$ cat src/rtl/dram_arb_pkg.sv
// Shared definitions for the CPU/DMA data-RAM arbiter.
package dram_arb_pkg;

    localparam int unsigned STARVE_W = 4;
    localparam int unsigned BURST_W  = 8;

    typedef enum logic [1:0] {
        ST_IDLE     = 2'd0,
        ST_DMA_LOCK = 2'd1,
        ST_RELEASE  = 2'd2
    } arb_state_t;

    localparam logic PORT_CPU = 1'b0;
    localparam logic PORT_DMA = 1'b1;

    // Legal parameter ranges; the counters are sized to these limits.
    function automatic logic params_ok(int unsigned starve_limit, int unsigned max_burst);
        return (starve_limit >= 1) && (starve_limit <= 15) &&
               (max_burst >= 1) && (max_burst <= 255);
    endfunction

endpackage

$ cat src/rtl/dram_arbiter.sv
// Shares the single-port data RAM between the CPU MEM stage and the DMA master.
module dram_arbiter
    import dram_arb_pkg::*;
#(
    parameter int unsigned ADDR_W       = 32,
    parameter int unsigned DATA_W       = 32,
    parameter int unsigned STARVE_LIMIT = 4,
    parameter int unsigned MAX_BURST    = 8
) (
    input  logic              cpu_clk,
    input  logic              cpu_rst,
    input  logic              cpu_req,
    input  logic              cpu_wen,
    input  logic [ADDR_W-1:0] cpu_addr,
    input  logic [DATA_W-1:0] cpu_wdata,
    output logic              cpu_ready,
    output logic              cpu_stall,
    output logic              cpu_rvalid,
    output logic [DATA_W-1:0] cpu_rdata,
    input  logic              dma_req,
    input  logic              dma_wen,
    input  logic [ADDR_W-1:0] dma_addr,
    input  logic [DATA_W-1:0] dma_wdata,
    input  logic              dma_lock,
    output logic              dma_ready,
    output logic              dma_rvalid,
    output logic [DATA_W-1:0] dma_rdata,
    output logic              mem_en,
    output logic              mem_wen,
    output logic [ADDR_W-1:0] mem_addr,
    output logic [DATA_W-1:0] mem_wdata,
    input  logic [DATA_W-1:0] mem_rdata
);

    if (!params_ok(STARVE_LIMIT, MAX_BURST)) begin : g_bad_params
        $error("dram_arbiter: STARVE_LIMIT or MAX_BURST out of range");
    end

    localparam logic [STARVE_W-1:0] STARVE_MAX = STARVE_W'(STARVE_LIMIT);
    localparam logic [BURST_W-1:0]  BURST_MAX  = BURST_W'(MAX_BURST);

    arb_state_t          state_q, state_d;
    logic [STARVE_W-1:0] starve_q, starve_d;
    logic [BURST_W-1:0]  burst_q, burst_d;
    logic [BURST_W-1:0]  burst_inc;
    logic                rd_pend_q;
    logic                rd_owner_q;
    logic [DATA_W-1:0]   cpu_rdata_q, dma_rdata_q;
    logic                idle_dma_wins;
    logic                cpu_gnt_raw, dma_gnt_raw;
    logic                cpu_gnt, dma_gnt;

    // Grant selection and next-state/counter computation.
    always_comb begin
        cpu_gnt_raw   = 1'b0;
        dma_gnt_raw   = 1'b0;
        state_d       = ST_IDLE;
        burst_d       = '0;
        burst_inc     = burst_q + BURST_W'(1);
        idle_dma_wins = dma_req & (~cpu_req | (starve_q == STARVE_MAX));

        unique case (state_q)
            ST_DMA_LOCK: begin
                if (dma_req && dma_lock) begin
                    dma_gnt_raw = 1'b1;
                    if (burst_inc == BURST_MAX) begin
                        state_d = ST_RELEASE;
                    end else begin
                        state_d = ST_DMA_LOCK;
                        burst_d = burst_inc;
                    end
                end else begin
                    // Burst ended: arbitrate this very cycle as IDLE would.
                    cpu_gnt_raw = cpu_req & ~idle_dma_wins;
                    dma_gnt_raw = idle_dma_wins;
                end
            end
            ST_RELEASE: begin
                cpu_gnt_raw = cpu_req;
                dma_gnt_raw = ~cpu_req & dma_req;
            end
            default: begin
                cpu_gnt_raw = cpu_req & ~idle_dma_wins;
                dma_gnt_raw = idle_dma_wins;
                if (idle_dma_wins && dma_lock) begin
                    if (BURST_MAX == BURST_W'(1)) begin
                        state_d = ST_RELEASE;
                    end else begin
                        state_d = ST_DMA_LOCK;
                        burst_d = BURST_W'(1);
                    end
                end
            end
        endcase

        // Nothing is granted while reset is held.
        cpu_gnt = cpu_gnt_raw & cpu_rst;
        dma_gnt = dma_gnt_raw & cpu_rst;

        starve_d = '0;
        if (dma_req && !dma_gnt) begin
            starve_d = (starve_q == STARVE_MAX) ? starve_q : starve_q + STARVE_W'(1);
        end
    end

    assign cpu_ready  = cpu_gnt;
    assign dma_ready  = dma_gnt;
    assign cpu_stall  = cpu_req & ~cpu_gnt;
    assign mem_en     = cpu_gnt | dma_gnt;
    assign mem_wen    = (cpu_gnt & cpu_wen) | (dma_gnt & dma_wen);
    assign mem_addr   = cpu_gnt ? cpu_addr  : (dma_gnt ? dma_addr  : '0);
    assign mem_wdata  = cpu_gnt ? cpu_wdata : (dma_gnt ? dma_wdata : '0);

    assign cpu_rvalid = rd_pend_q & (rd_owner_q == PORT_CPU);
    assign dma_rvalid = rd_pend_q & (rd_owner_q == PORT_DMA);
    assign cpu_rdata  = cpu_rvalid ? mem_rdata : cpu_rdata_q;
    assign dma_rdata  = dma_rvalid ? mem_rdata : dma_rdata_q;

    // FSM, fairness counters, read-owner tracking and held read data.
    always_ff @(posedge cpu_clk or negedge cpu_rst) begin
        if (!cpu_rst) begin
            state_q     <= ST_IDLE;
            starve_q    <= '0;
            burst_q     <= '0;
            rd_pend_q   <= 1'b0;
            rd_owner_q  <= PORT_CPU;
            cpu_rdata_q <= '0;
            dma_rdata_q <= '0;
        end else begin
            state_q    <= state_d;
            starve_q   <= starve_d;
            burst_q    <= burst_d;
            rd_pend_q  <= mem_en & ~mem_wen;
            rd_owner_q <= dma_gnt ? PORT_DMA : PORT_CPU;
            if (cpu_rvalid) begin
                cpu_rdata_q <= mem_rdata;
            end
            if (dma_rvalid) begin
                dma_rdata_q <= mem_rdata;
            end
        end
    end

endmodule

$ cat config.mk
export PLATFORM = sky130hd
export DESIGN_NAME = dram_arbiter
export DESIGN_NICKNAME = d
export VERILOG_FILES = /design/src/rtl/dram_arb_pkg.sv /design/src/rtl/dram_arbiter.sv
export SDC_FILE = /design/constraint.sdc
export NUM_CORES = 1
export LEC_CHECK = 0
export CAP_MARGIN = 10
export CORE_AREA = 5 5 107 129
export DETAILED_ROUTE_END_ITERATION = 6
export DIE_AREA = 0 0 112 134
export PLACE_DENSITY_LB_ADDON = 0.15
export REMOVE_ABC_BUFFERS = 1
export SKIP_LAST_GASP = 1
export SYNTH_ARGS = -nofsm -noshare
export SYNTH_HDL_FRONTEND = slang
export SYNTH_SLANG_ARGS = --single-unit
$ cat constraint.sdc
create_clock -name cpu_clk -period 2.4 [get_ports cpu_clk]
set_input_delay 0.36 -clock cpu_clk [delete_from_list [all_inputs] [get_ports cpu_clk]]
set_output_delay 0.36 -clock cpu_clk [all_outputs]
set_load 0.02 [all_outputs]
==> summary.txt, run 1 <==
number of synthesized flops with an enable pin: 0
Crit Path Max Fanout: 8
syn_area_per_cell: 11.2 um2
Final Wtd Congestion: 0.955
Clock Tree Buf Depth: 2
Core Util, Final: 72.6%
clock share of power: 23.9%
Synth top area share: 46.0%
Tot GR Track Use: 25.2%
CTS tree: built
Synth area leaders: dfrtp_1 46%, mux2_2 17%, o2bb2ai_1 13%, o21ai_0 6.9%, ha_1 1.4%
die area: 0.0150 mm2
Slowest cell on crit path: dfrtp_1
Comb pwr share: 47.0%
Psw: 2.15 mW
Setup crit start kind: register
Peak supply drop: 0.560 mV
# port buffers: 301
routing usage on met3: 8.08%
CTS Hold Bufs: 0
internal power: 4.24 mW
Die Ht: 134 um
Detailed Routing Iterations Pass 1: 4
Final Hold Viols: 0
GRT busiest layer: met2
fin area: 0.00904 mm2
crit-path cells: buf_4, ha_4, a21boi_4, o311ai_4, buf_12, nor2_4, buf_12, buf_16, buf_8, o2bb2ai_2, buf_6
ys flop type: dfrtp_1
WP data required: 2.04 ns
RSZ-0062 raised after global routing: true
Rows: 45
Clock Latency Late Sink: 0.33 ns
layout cells sized above 1: 36.3%
ANT nets after route: 0
Die X: 112 um
sequential share of the synthesized area: 46.0%
worst clock skew: 0.00606 ns
cell count after synthesis: 388
# DRC: 0
first-pass GRT wire length: 29000 um
H-tree levels: 3
Inserted Clock Buffers: 9
initial antenna violation count: 0
Core ar.: 0.0124 mm2
final setup fails: 69
Worst path max stage delay: 0.39 ns
critical path class: reg2out
area growth from synthesis to layout: 108%
Slew @ Worst Pin: 0.780 ns
Synth async-reset ratio: 100%
largest net degree at the start of global routing: 63
Min-Delay Path Class: in2async
Final Worst Setup Slack: -0.374 ns
most used cell, CP: buf_12
DRT iter0 DRCs: 206
fin nets: 900
unique cell type count in the Yosys netlist: 41
Fmax: 0.361 GHz
Antenna Cells: 0
status: finished with violations
max-cap violation count: 0
Final Critical Period: 2.77 ns
Critical Path AT: 2.41 ns
Worst slew margin: 48.0%
HPWL after DPL: 15000 um
cell area after synthesis: 0.00436 mm2
met1 usage: 27.4%
YS warnings: 0
Clock Pin Slew Worst Setup and Hold Paths: 0.06 ns
DP Area: 0.00789 mm2
Design Power: 6.39 mW
Lkg Pwr: 3.91 nW
Seq cells post-synth: 80
Final period util: 116%
Vias/cell: 5.21
Initial Utilization: 35.0%
WL/cell: 22.7 um
Power Density: 707 mW/mm2
Final Slew Violations: 0
Post-Route WL: 20400 um
fin cells: 896
met2 GRT Util: 45.0%
total gr overflow: 0
vias in the first global route: 4981
largest area contributor in the netlist: dfrtp_1
failing checks: setup timing
TNS Setup: -18.00 ns
I/O pin count: 302
crit end category: output pin
Inst Count DP: 857
Vias: 4671
Root Driver: clkbuf_16
switching power share of the total: 33.7%
Reg power frac: 29.1%
CTS sink cnt: 80
-- cells in the final DEF, fill, tap and decap left out, types with 6 or more instances in the layout --
cell and instances:
clkdlybuf4s50_1 169, dlygate4sd2_1 38, o21ai_2 11, inv_1 7, o21ai_0 40, nand2_1 6, nor3_1 7, dfrtp_1 80
buf_4 57, buf_6 31, nor2_1 7, o2bb2ai_4 12, o21ai_1 18, clkdlybuf4s15_2 6, dlymetal6s2s_1 24, o2bb2ai_2 13
clkbuf_16 11, mux2_2 64, o2bb2ai_1 39, buf_12 22
-- cells by family after synthesis --
| family | Yosys count | synth area share (%) |
|---|---|---|
| and+or+nand+nor | 39 | 5.20 |
| AOI/OAI and AO/OA | 146 | 23.7 |
| adders and majority gates | 5 | 1.44 |
| muxes | 65 | 16.8 |
| xor gates and xnor gates | 6 | 1.21 |
| buffers and inverters | 47 | 5.75 |
| DFF | 80 | 46.0 |
-- power by group through the flow --
stage,Clock [mW],Sequential (mW),Combinational (mW)
after floorplan,0,1.84,1.39
after global placement,0,1.85,2.97
after detailed placement,0,1.88,3.02
after CTS,1.56,1.86,2.97
after global routing,1.62,1.90,3.15
final,1.53,1.86,3.00
-- timing repair --
| action | 4_1_cts | 5_1_grt |
|---|---|---|
| resized for setup | 347 | 111 |
| gates cloned | 5 | 2 |
| setup endpoints to repair | 116 | 93 |
| setup buffers | 13 | 8 |
| pin swaps | 13 | 17 |
-- routing by layer --
| metal | share of wire [%] | vias to the layer above |
|---|---|---|
| li1 | - | 2136 |
| met1 | 35 | 2235 |
| met2 | 52 | 262 |
| met3 | 9.0 | 38 |
| met4 | 4.1 | 0 |
| met5 | 0 | - |
-- flip-flops by register name, indices dropped and copies added (netlist names) --
signal and cells:
rd_owner_q 1, rd_pend_q 1, burst_q 8, state_q 2, dma_rdata_q 32, cpu_rdata_q 32, starve_q 4
-- synth_stat cells (2+ instances only) --
cell and n:
inv_2 2, or3_1 4, clkbuf_2 3, buf_4 6
buf_2 8, o2bb2ai_1 64, nand3_1 4, nand2_1 6
dfrtp_1 80, xor2_1 2, buf_1 4, mux2_2 64
a21oi_1 3, inv_1 9, xnor2_1 4, o21ai_0 60
buf_6 5, clkbuf_1 10, nor2_1 7, nor3_1 7
o21ai_1 9, ha_1 5, nor2b_1 4
-- path summary, 6_finish.rpt --
kind	slack [ns]	end	cells past startpoint	from
setup / recovery	-0.37	mem_wdata[1]	11	state_q[0]
hold / removal	0.03	starve_q[1]	2	cpu_rst
setup reg to reg	0.28	rd_pend_q	10	state_q[0]
hold reg to reg	0.49	dma_rdata_q[20]	1	dma_rdata_q[20]
max in group asynchronous	1.53	dma_rdata_q[20]	3	cpu_rst
min in group cpu_clk	0.49	dma_rdata_q[20]	1	dma_rdata_q[20]
-- per-stage QoR --
| step | hold slack (ns) | setup slack (ns) |
|---|---|---|
| after floorplan | 0.0644 | -2.13 |
| after CTS | 0.0328 | -0.377 |
| after detailed placement | 0.390 | -0.647 |
| after global placement | 0.379 | -0.658 |
| after global routing | 0.0465 | -0.453 |
| final | 0.0288 | -0.374 |
-- critical path: cells and delay by family (launching register included) --
kind	cells	cell delay, ns
AND/OR/NAND/NOR	1	0.07
flip-flops	1	0.39
AO/OA/AOI/OAI	3	0.59
buffers and inverters	6	0.87
adder cells (fa/ha/maj)	1	0.15
-- layout make-up --
type                            count  area [um2]
Clock buffer                       10         229
Clock inverter                      5         106
Fill cell                         888        3400
Inverter                           11        43.8
Multi-Input combinational cell    261        2550
Sequential cell                    80        2000
Tap cell                          164         205
Timing Repair Buffer              365        3900
No activity file was read; power rests on OpenSTA's default activity.
==> run 2: changes to the inputs <==
- CORE_AREA: 5 5 107 129 -> 2 2 117 119
- DIE_AREA: 0 0 112 134 -> 0 0 119 121
==> run 2 against run 1 <==
Net effect: the flow still finishes with violations (setup timing); highest routed layer unchanged; global-route usage decreased by 0.97 points; register-to-register slack got worse by 0.12 ns; routed wire length decreased by 2.8%; largest power group unchanged; critical endpoint is now mem_addr[22].
==> summary.txt, run 2 (synthesis results as in run 1) <==
I/O pin count: 302 (unchanged)
Clock Tree Buf Depth: 2 (unchanged)
r2r worst-path depth: 10 (unchanged)
Detailed Routing Iterations Pass 1: 5 (+1)
total gr overflow: 0 (unchanged)
flop2flop setup slack: 0.16 ns (-0.12 ns)
commonest non-fill, non-tap cell in the layout: clkdlybuf4s50_1
fin nets: 919 (+2.1%)
WP data required: 2.04 ns (about the same)
r2r startpoint: starve_q[1]
Die Ht: 121 um (-9.7%)
Worst slew margin: 37.9% (-10 points)
first-pass GRT wire length: 26800 um (-7.6%)
Lkg Pwr: 4.20 nW (+7.3%)
CP Launch Point: state_q[0]
met2 GRT Util: 41.1% (-3.9 points)
final setup fails: 69 (unchanged)
most frequent cells in the layout: 172 x clkdlybuf4s50_1, 80 x dfrtp_1, 64 x mux2_2
Inserted Clock Buffers: 9 (unchanged)
largest net degree at the start of global routing: 76 (+21%)
Clock Pin Slew Worst Setup and Hold Paths: 0.07 ns (about the same)
area growth from synthesis to layout: 113%
Antenna Cells: 0 (unchanged)
failing checks: setup timing
crit end category: output pin
max-cap violation count: 0 (unchanged)
Clock Latency Late Sink: 0.33 ns (about the same)
fin cells: 928 (+3.6%)
Final Hold Viols: 0 (unchanged)
routing usage on met3: 6.16% (-1.9 points)
met1 usage: 30.2% (+2.8 points)
DRT iter0 DRCs: 309 (+50%)
critical path class: reg2out
worst clock skew: 0.0105 ns (+0.00447 ns)
initial antenna violation count: 0 (unchanged)
Critical Path AT: 2.45 ns (+0.04 ns)
GRT busiest layer: met2
Setup crit start kind: register
die area: 0.0144 mm2 (-4.1%)
Final period util: 117% (+1.7 points)
# port buffers: 301 (unchanged)
Tot GR Track Use: 24.2% (-0.97 points)
Inst Count DP: 867 (+1.2%)
status: finished with violations
Rows: 42 (-6.7%)
Final Slew Violations: 0 (unchanged)
reg-to-reg critical path endpoint: starve_q[0]
vias in the first global route: 4850 (-2.6%)
# DRC: 0 (unchanged)
HPWL after DPL: 13200 um (-12%)
CTS tree: built
layout cells sized above 1: 38.0% (+1.7 points)
H-tree levels: 3 (unchanged)
TNS Setup: -19.39 ns (-1.39 ns)
Vias: 4799 (+2.7%)
Final Critical Period: 2.81 ns (+0.0397 ns)
CTS sink cnt: 80 (unchanged)
Slew @ Worst Pin: 0.931 ns (+0.151 ns)
ANT nets after route: 0 (unchanged)
Final Worst Setup Slack: -0.413 ns (-0.0397 ns)
WL/cell: 21.3 um (-6.2%)
Post-Route WL: 19800 um (-2.8%)
Crit Path Max Fanout: 8 (unchanged)
Power Density: 681 mW/mm2 (-3.7%)
Root Driver: clkbuf_16
Fmax: 0.355 GHz (-1.4%)
Initial Utilization: 33.3% (-1.7 points)
Design Power: 6.32 mW (-1.1%)
RSZ-0062 raised after global routing: true
Peak supply drop: 0.336 mV (-40%)
Min-Delay Path Class: in2async
biggest regs: cpu_rdata_q: 32 flops, dma_rdata_q: 32 flops, burst_q: 8 flops
Core ar.: 0.0131 mm2 (+5.2%)
Vias/cell: 5.17 (-0.80%)
Final Wtd Congestion: 0.828 (-13%)
Die X: 119 um (+6.3%)
## run 2: cell types whose count changed in the layout (fill, tap and decap cells not counted), sizes merged, moves of 3 or more
| cell | change |
|---|---|
| buf | +19 |
| clkdlybuf4s50 | +3 |
| clkbuf | +4 |
| clkdlybuf4s15 | -6 |
| inv | +5 |
| dlymetal6s2s | +22 |
| bufinv | -3 |
| dlygate4sd2 | -24 |
## run 2: timing repair
item,4_1_cts,5_1_grt
hold buffers,1,0
resized for setup,322,146
endpoints found under the setup margin,82,119
setup buffers,18,14
gates cloned,7,8
hold endpoints to repair,5,0
pin swaps,7,17
## run 2: critical path: stages (launching register included)
cell,delay (ns)
dfrtp_1,0.38
buf_4,0.15
ha_4,0.15
a21boi_4,0.14
o311ai_4,0.34
buf_12,0.18
buf_6,0.10
clkbuf_16,0.14
buf_8,0.13
o21ai_1,0.07
o2bb2ai_1,0.17
buf_4,0.17
## run 2: power breakdown
part	leakage (nW)	internal, mW	switching (mW)	total (mW)
sequential	0.967	1.75	0.103	1.85
combinational	3.09	1.59	1.54	3.13
clock	0.144	0.735	0.603	1.34
total	4.20	4.08	2.24	6.32
## run 2: cell type report
| cell class | instances | area (um2) |
|---|---|---|
| clock buffers | 9 | 225 |
| fillers | 912 | 3800 |
| multi-input cells | 261 | 2550 |
| flip-flops and latches | 80 | 2000 |
| repair buffers | 384 | 4170 |
| inverters | 11 | 43.8 |
| well taps | 176 | 220 |
| clock inverters | 7 | 72.6 |
## run 2: how the worst max path moves through the flow
stage / to / slack [ns] / cells past startpoint
after floorplan: cpu_stall / -2.13 / 5
after global placement: mem_wdata[5] / -0.58 / 8
after detailed placement: mem_wdata[5] / -0.62 / 8
after CTS: mem_wdata[10] / -0.36 / 9
after global routing: mem_addr[3] / -0.47 / 11
final: mem_addr[22] / -0.41 / 11
## run 2: per-stage QoR
| stage | setup WS [ns] | hold WS [ns] | instance area (um2) | util (%) |
|---|---|---|---|---|
| 4_1_cts | -0.357 | 0.494 | 8770 | 67.0 |
| 6_report | -0.413 | 0.447 | 9290 | 71.0 |
| 2_1_floorplan | -2.13 | 0.0644 | 4150 | - |
| 3_3_place_gp | -0.575 | 0.345 | 7800 | 59.6 |
| 3_5_place_dp | -0.618 | 0.351 | 7800 | 59.6 |
| 5_1_grt | -0.470 | 0.507 | 9290 | 71.0 |
## run 2: per-layer routing
metal	wire length [um]	part of all wire, %
met2	9880	50
met4	588	3.0
met1	7870	40
met3	1450	7.3
met5	0	0
==> run 3: changes to the inputs <==
- HOLD_SLACK_MARGIN: default -> 0.05
- SLEW_MARGIN: default -> 0
==> results of run 3 <==
No change in the layout: final DEF, timing and power equal those of run 2.
